[src/rtl/pulse_seq_scheduler_if.sv]
// Host-side bundle for the pulse sequencer: table writes, run control and status/pulse bus.
interface pulse_seq_scheduler_if #(
   parameter int unsigned DUR_W = 32,
   parameter int unsigned PAT_W = 8,
   parameter int unsigned IDX_W = 4,
   parameter int unsigned REP_W = 16
);
   logic             cfg_we;
   logic [IDX_W-1:0] cfg_addr;
   logic [DUR_W-1:0] cfg_dur;
   logic [PAT_W-1:0] cfg_pat;
   logic [IDX_W-1:0] seq_len;
   logic [REP_W-1:0] rep_cnt;
   logic             start;
   logic             abort;
   logic             busy;
   logic             done;
   logic             cfg_err;
   logic [IDX_W-1:0] step_idx;
   logic [PAT_W-1:0] signal_out;

   // Host/config side.
   modport master (
      output cfg_we, cfg_addr, cfg_dur, cfg_pat, seq_len, rep_cnt, start, abort,
      input  busy, done, cfg_err, step_idx, signal_out
   );

   // Sequencer side.
   modport slave (
      input  cfg_we, cfg_addr, cfg_dur, cfg_pat, seq_len, rep_cnt, start, abort,
      output busy, done, cfg_err, step_idx, signal_out
   );
endinterface

[src/rtl/pulse_seq_scheduler.sv]
// Run-time programmable pulse sequencer: steps through a loaded duration/pattern table,
// repeating a bounded or unbounded number of passes, and drives a registered pulse bus.
module pulse_seq_scheduler #(
   parameter int unsigned      NUM_STEPS = 12,
   parameter int unsigned      DUR_W     = 32,
   parameter int unsigned      PAT_W     = 8,
   parameter int unsigned      IDX_W     = 4,
   parameter int unsigned      REP_W     = 16,
   parameter logic [PAT_W-1:0] IDLE_PAT  = 'h80
) (
   input  logic                  clk_in,
   input  logic                  rst_n_in,
   pulse_seq_scheduler_if.slave  bus
);

   localparam logic [0:0] StIdle = 1'b0;
   localparam logic [0:0] StRun  = 1'b1;

   // One extra bit so NUM_STEPS == 2^IDX_W still compares correctly.
   localparam logic [IDX_W:0] NumStepsW = (IDX_W + 1)'(NUM_STEPS);

   logic [0:0]       state_q, state_d;
   logic [IDX_W-1:0] step_q, step_d;
   logic [DUR_W-1:0] timer_q, timer_d;
   logic [IDX_W-1:0] len_q, len_d;
   logic [REP_W-1:0] rem_q, rem_d;
   logic [PAT_W-1:0] sig_q, sig_d;
   logic             done_q, done_d;
   logic             err_q, err_d;

   logic [DUR_W-1:0] dur_q [NUM_STEPS];
   logic [PAT_W-1:0] pat_q [NUM_STEPS];

   logic wr_en;
   logic addr_ok;
   logic len_ok;
   logic last_step;

   assign addr_ok   = {1'b0, bus.cfg_addr} < NumStepsW;
   assign len_ok    = (bus.seq_len != '0) && ({1'b0, bus.seq_len} <= NumStepsW);
   assign last_step = step_q == (len_q - IDX_W'(1));

   // Next-state: write acceptance, start/abort handling and step sequencing.
   always_comb begin
      state_d = state_q;
      step_d  = step_q;
      timer_d = timer_q;
      len_d   = len_q;
      rem_d   = rem_q;
      sig_d   = sig_q;
      done_d  = 1'b0;
      err_d   = 1'b0;
      wr_en   = 1'b0;

      if (bus.cfg_we) begin
         if (state_q == StIdle && addr_ok) begin
            wr_en = 1'b1;
         end else begin
            err_d = 1'b1;
         end
      end

      case (state_q)
         StIdle: begin
            // abort in IDLE blocks a coincident start without flagging an error.
            if (bus.start && !bus.abort) begin
               if (len_ok) begin
                  state_d = StRun;
                  step_d  = '0;
                  timer_d = '0;
                  len_d   = bus.seq_len;
                  rem_d   = bus.rep_cnt;
                  sig_d   = pat_q[0];
               end else begin
                  err_d = 1'b1;
               end
            end
         end
         StRun: begin
            if (bus.abort) begin
               state_d = StIdle;
               step_d  = '0;
               timer_d = '0;
               sig_d   = IDLE_PAT;
            end else if (timer_q == dur_q[step_q]) begin
               timer_d = '0;
               if (!last_step) begin
                  step_d = step_q + IDX_W'(1);
                  sig_d  = pat_q[step_q + IDX_W'(1)];
               end else if (rem_q != REP_W'(1)) begin
                  // rem_q == 0 means run forever, so only decrement a finite count.
                  step_d = '0;
                  sig_d  = pat_q[0];
                  if (rem_q != '0) begin
                     rem_d = rem_q - REP_W'(1);
                  end
               end else begin
                  state_d = StIdle;
                  step_d  = '0;
                  sig_d   = IDLE_PAT;
                  done_d  = 1'b1;
               end
            end else begin
               timer_d = timer_q + DUR_W'(1);
            end
         end
         default: begin
            state_d = StIdle;
            sig_d   = IDLE_PAT;
         end
      endcase
   end

   // Control and output registers.
   always_ff @(posedge clk_in or negedge rst_n_in) begin
      if (!rst_n_in) begin
         state_q <= StIdle;
         step_q  <= '0;
         timer_q <= '0;
         len_q   <= '0;
         rem_q   <= '0;
         sig_q   <= IDLE_PAT;
         done_q  <= 1'b0;
         err_q   <= 1'b0;
      end else begin
         state_q <= state_d;
         step_q  <= step_d;
         timer_q <= timer_d;
         len_q   <= len_d;
         rem_q   <= rem_d;
         sig_q   <= sig_d;
         done_q  <= done_d;
         err_q   <= err_d;
      end
   end

   // Step table; a start in the same cycle as a write still sees the old contents.
   always_ff @(posedge clk_in or negedge rst_n_in) begin
      if (!rst_n_in) begin
         for (int i = 0; i < NUM_STEPS; i++) begin
            dur_q[i] <= '0;
            pat_q[i] <= IDLE_PAT;
         end
      end else begin
         for (int i = 0; i < NUM_STEPS; i++) begin
            if (wr_en && bus.cfg_addr == IDX_W'(i)) begin
               dur_q[i] <= bus.cfg_dur;
               pat_q[i] <= bus.cfg_pat;
            end
         end
      end
   end

   assign bus.busy       = (state_q == StRun);
   assign bus.done       = done_q;
   assign bus.cfg_err    = err_q;
   assign bus.step_idx   = step_q;
   assign bus.signal_out = sig_q;

endmodule

[src/flat_wrapper.sv]
// flat-port wrapper written by rule: the top's interface ports become plain ports
module pulse_seq_scheduler_flat 
#(
   parameter int unsigned      NUM_STEPS = 12,
   parameter int unsigned      DUR_W     = 32,
   parameter int unsigned      PAT_W     = 8,
   parameter int unsigned      IDX_W     = 4,
   parameter int unsigned      REP_W     = 16,
   parameter logic [PAT_W-1:0] IDLE_PAT  = 'h80
)
  (clk_in, rst_n_in, bus_cfg_we, bus_cfg_addr, bus_cfg_dur, bus_cfg_pat, bus_seq_len, bus_rep_cnt, bus_start, bus_abort, bus_busy, bus_done, bus_cfg_err, bus_step_idx, bus_signal_out);
  pulse_seq_scheduler_if #(.DUR_W(DUR_W), .PAT_W(PAT_W), .IDX_W(IDX_W), .REP_W(REP_W)) bus_i ();
  input  logic clk_in;
  input  logic rst_n_in;
  input wire logic [$bits(bus_i.cfg_we)-1:0] bus_cfg_we;
  input wire logic [$bits(bus_i.cfg_addr)-1:0] bus_cfg_addr;
  input wire logic [$bits(bus_i.cfg_dur)-1:0] bus_cfg_dur;
  input wire logic [$bits(bus_i.cfg_pat)-1:0] bus_cfg_pat;
  input wire logic [$bits(bus_i.seq_len)-1:0] bus_seq_len;
  input wire logic [$bits(bus_i.rep_cnt)-1:0] bus_rep_cnt;
  input wire logic [$bits(bus_i.start)-1:0] bus_start;
  input wire logic [$bits(bus_i.abort)-1:0] bus_abort;
  output wire logic [$bits(bus_i.busy)-1:0] bus_busy;
  output wire logic [$bits(bus_i.done)-1:0] bus_done;
  output wire logic [$bits(bus_i.cfg_err)-1:0] bus_cfg_err;
  output wire logic [$bits(bus_i.step_idx)-1:0] bus_step_idx;
  output wire logic [$bits(bus_i.signal_out)-1:0] bus_signal_out;
  assign bus_i.cfg_we = bus_cfg_we;
  assign bus_i.cfg_addr = bus_cfg_addr;
  assign bus_i.cfg_dur = bus_cfg_dur;
  assign bus_i.cfg_pat = bus_cfg_pat;
  assign bus_i.seq_len = bus_seq_len;
  assign bus_i.rep_cnt = bus_rep_cnt;
  assign bus_i.start = bus_start;
  assign bus_i.abort = bus_abort;
  assign bus_busy = bus_i.busy;
  assign bus_done = bus_i.done;
  assign bus_cfg_err = bus_i.cfg_err;
  assign bus_step_idx = bus_i.step_idx;
  assign bus_signal_out = bus_i.signal_out;
  pulse_seq_scheduler #(.NUM_STEPS(NUM_STEPS), .DUR_W(DUR_W), .PAT_W(PAT_W), .IDX_W(IDX_W), .REP_W(REP_W), .IDLE_PAT(IDLE_PAT)) u_core (.clk_in(clk_in), .rst_n_in(rst_n_in), .bus(bus_i));
endmodule
[config.mk]
export PLATFORM = sky130hd
export DESIGN_NAME = pulse_seq_scheduler_flat
export DESIGN_NICKNAME = d
export VERILOG_FILES = /design/src/rtl/pulse_seq_scheduler_if.sv /design/src/rtl/pulse_seq_scheduler.sv /design/src/flat_wrapper.sv
export SDC_FILE = /design/constraint.sdc
export NUM_CORES = 1
export LEC_CHECK = 0
export ABC_AREA = 1
export BUFFER_PORTS_ARGS = -buffer_cell sky130_fd_sc_hd__buf_2
export CELL_PAD_IN_SITES_DETAIL_PLACEMENT = 0
export CELL_PAD_IN_SITES_GLOBAL_PLACEMENT = 1
export CORE_ASPECT_RATIO = 1.25
export CORE_MARGIN = 2
export CORE_UTILIZATION = 25
export CTS_CLUSTER_SIZE = 28
export DETAILED_ROUTE_END_ITERATION = 8
export GPL_ROUTABILITY_DRIVEN = 0
export GPL_TIMING_DRIVEN = 0
export PLACE_DENSITY_LB_ADDON = 0.1
export SLEW_MARGIN = 20
export SYNTH_ARGS = -nofsm -noshare
export SYNTH_HDL_FRONTEND = slang
export SYNTH_SLANG_ARGS = --single-unit
[constraint.sdc]
create_clock -name clk_in -period 3.1 [get_ports clk_in]
set_input_delay 0.62 -clock clk_in [delete_from_list [all_inputs] [get_ports clk_in]]
set_output_delay 0.62 -clock clk_in [all_outputs]
set_load 0.03 [all_outputs]
==> results.toml <==
[yosys]
ys_seq_area_frac = 0.5192
synth-edff-count = 0
yosys.area.top_type_share = 0.5062
ys.flop_type = "dfrtp_1"
synth.ff_latch_count = 547
netlist_area_um2 = 26400
synthArstFlopShare = 1.000
synth.distinct_cells = 38
ys_warn_count = 0
syn_nets = 3464
avgSynthCellArea_um2 = 7.787
synth_cells = 3390
synth_top_area_cell = "dfrtp_1"
ys_top_cells_by_area = "dfrtp_1 (51%), nand2_1 (15%), o21ai_0 (11%)"

[critical_path]
cp_slowest_stage_delay_ns = 0.59
ff2ff_path_depth = 10
critPathLaunchType = "flop"
critPathSlowestCell = "a221oi_1"
cp.depth = 10
cp-end-kind = "flop"
cp.buffers_inverters = 4
critical_path.top_delay_family = "compound AO/OA/AOI/OAI gates"
worstPathRequired_ns = 3.65
arrival_ns = 3.67
cpMostUsedCell = "buf_4"
crit_path_max_fanout = 10
criticalPathCategory = "reg -> reg"
crit_chain = "buf_4 -> buf_4 -> xnor2_1 -> inv_1 -> clkbuf_2 -> a221oi_1 -> o21ai_0 -> nand2_1 -> a31oi_1 -> o21ai_2"

[worst_hold_path]
min_path_type = "in -> reg"
min_path_cells = 3

[floorplan]
fp.dieH_um = 367.3
coreArea_um2 = 105000
rows = 133
ios = 84
fp.dieW_um = 294.6
initial_core_util = 0.2514
dieArea_um2 = 108200

[timing]
setup_viol = 1
fin_tns_setup_ns = -0.01611
rsz0062_at_grt = "true"
final.setup.worst_slack_ns = -0.01611
hold_violations = 0
post-route-period-util = 1.005
fin_crit_ns = 3.116
slew_headroom = 0.2353
skew_ns = 0.03342
slew_viol_final = 0
worst_pin_slew_ns = 1.147
fmax_ghz = 0.3209

[drt]
drt_first_pass_iters = 5
via_per_inst = 4.860
route.final.wire_length_um = 134600
drt_iter0_drc = 1811
vias = 24620
drt.antenna.violating_nets = 0
wl_per_cell_um = 26.57
drc_errors = 0

[cells_and_area]
fin_util = 0.3150
final_common_cell = "nand2_1"
syn_to_final_growth_pct = 25.32
final_cell_mix = "nand2_1 (1,043), o21ai_0 (587), dfrtp_1 (530)"
drive_gt1_frac = 0.1390
layout.nets = 3668

[global_route]
grt_pass1_wl_um = 191200
grt_max_degree = 85
grt_pass1_vias = 25100
globalRoute.totalOverflow = 0
grt_usage = 0.2482
antenna_found_initial = 3

[clocking]
clkLatencyLatePin_ns = 0.63
cts_buffer_depth = 3
clockRootBuffer = "clkbuf_16"
cts_sinks = 547
numCtsBuffers = 68
clk_pin_slew_ns = 0.06
htreeDepth = 3
cts_tree = "yes"

[power]
p_per_area_nw_per_um2 = 732.7
ir_drop_mv = 0.3625
total_leakage_power_nw = 15.27

[place]
io_buffers = 82
dp.final_hpwl_um = 94180

[run_status]
violations = "negative setup slack"
status = "finished with violations"

[flow_run]
max_cap_violations = 0
cell usage after synthesis (8+ instances only):
cell type,count
dfstp_2,13
nor2_1,200
inv_1,209
buf_4,13
buf_6,9
o21ai_1,33
o211ai_1,24
dfrtp_1,534
a31oi_1,17
nand3_1,180
o21ai_0,601
clkbuf_1,169
o21ai_2,12
xor2_1,28
buf_2,50
nand4_1,11
nor3_1,17
a21oi_1,69
xnor2_1,8
buf_1,13
o22ai_1,39
nand2_1,1090
path summary, 6_finish.rpt:
| path | from | to | slack [ns] |
|---|---|---|---|
| min in group asynchronous | rst_n_in | u_core.dur_q[220] | 0.55 |
| worst min register to register | u_core.dur_q[221] | u_core.dur_q[221] | 0.48 |
| max in group asynchronous | rst_n_in | u_core.pat_q[95] | 0.97 |
| worst min-delay path | bus_cfg_dur[4] | u_core.dur_q[356] | 0.22 |
| worst max-delay path | u_core.bus.step_idx[2] | u_core.bus.signal_out[3] | -0.02 |
| worst max register to register | u_core.bus.step_idx[2] | u_core.bus.signal_out[3] | -0.02 |
logic make-up after synthesis:
group	after synthesis	synth area share
DFF	547	0.5192
adders and majority gates	5	0.002370
muxes	1	0.0004266
xor gates and xnor gates	36	0.01195
and+or+nand+nor	1518	0.2288
AOI/OAI and AO/OA	814	0.1638
buffers and inverters	469	0.07347
worst min-delay path, stage by stage:
cell,delay [ns]
buf_2,0.09
nand2_1,0.04
o21ai_0,0.06
power by group:
group / internal (mW) / switching, mW
logic: 2.27 / 4.21
registers: 8.69 / 0.876
clock network: 4.76 / 3.44
total: 15.7 / 8.52
layout make-up:
| type | instances | area (um2) |
|---|---|---|
| clock buffers | 111 | 2087 |
| inverters | 215 | 825.8 |
| fillers | 11520 | 71920 |
| diodes | 1 | 2.502 |
| plain buffers | 252 | 1814 |
| flip-flops and latches | 547 | 13710 |
| well taps | 1417 | 1773 |
| repair buffers | 136 | 1181 |
| clock inverters | 12 | 113.9 |
| multi-input cells | 2374 | 11570 |
repair_timing:
action | CTS | global route
endpoints found under the hold margin | 56 | 0
setup endpoints to repair | 141 | 137
hold buffers | 1 | 0
cloned | 3 | 4
gates resized for setup | 276 | 142
pin swaps | 17 | 43
buffers inserted | 14 | 21
through the flow:
step	power, mW	cell area, um2	std cells	hold WS, ns	worst slack, ns
after global routing	25.52	33080	5064	0.2303	-0.06812
after floorplan	12.74	26400	3390	0.3244	0.6762
after detailed placement	15.33	28830	4900	0.4676	-1.318
after global placement	15.28	28580	4889	0.4606	-11.81
final	24.24	33080	5065	0.2222	-0.01611
after CTS	24.13	32290	5039	0.1977	-0.02909
sequential cells by signal, summed over array words and instances, names as in the netlist:
signal / flops
u_core.bus.busy: 1
u_core.bus.cfg_err: 1
u_core.bus.done: 1
u_core.bus.signal_out: 8
u_core.bus.step_idx: 4
u_core.dur_q: 384
u_core.len_q: 4
u_core.pat_q: 96
u_core.rem_q: 16
u_core.timer_q: 32
per-layer routing:
metal / GRT usage / up-vias / wire length [um]
met5: 0 / - / 0
met4: 0.1011 / 0 / 6621
met3: 0.02850 / 202 / 5605
met2: 0.4280 / 613 / 65570
met1: 0.3137 / 12350 / 56760
li1: - / 11450 / -
Power figures use the tool's default switching activity.
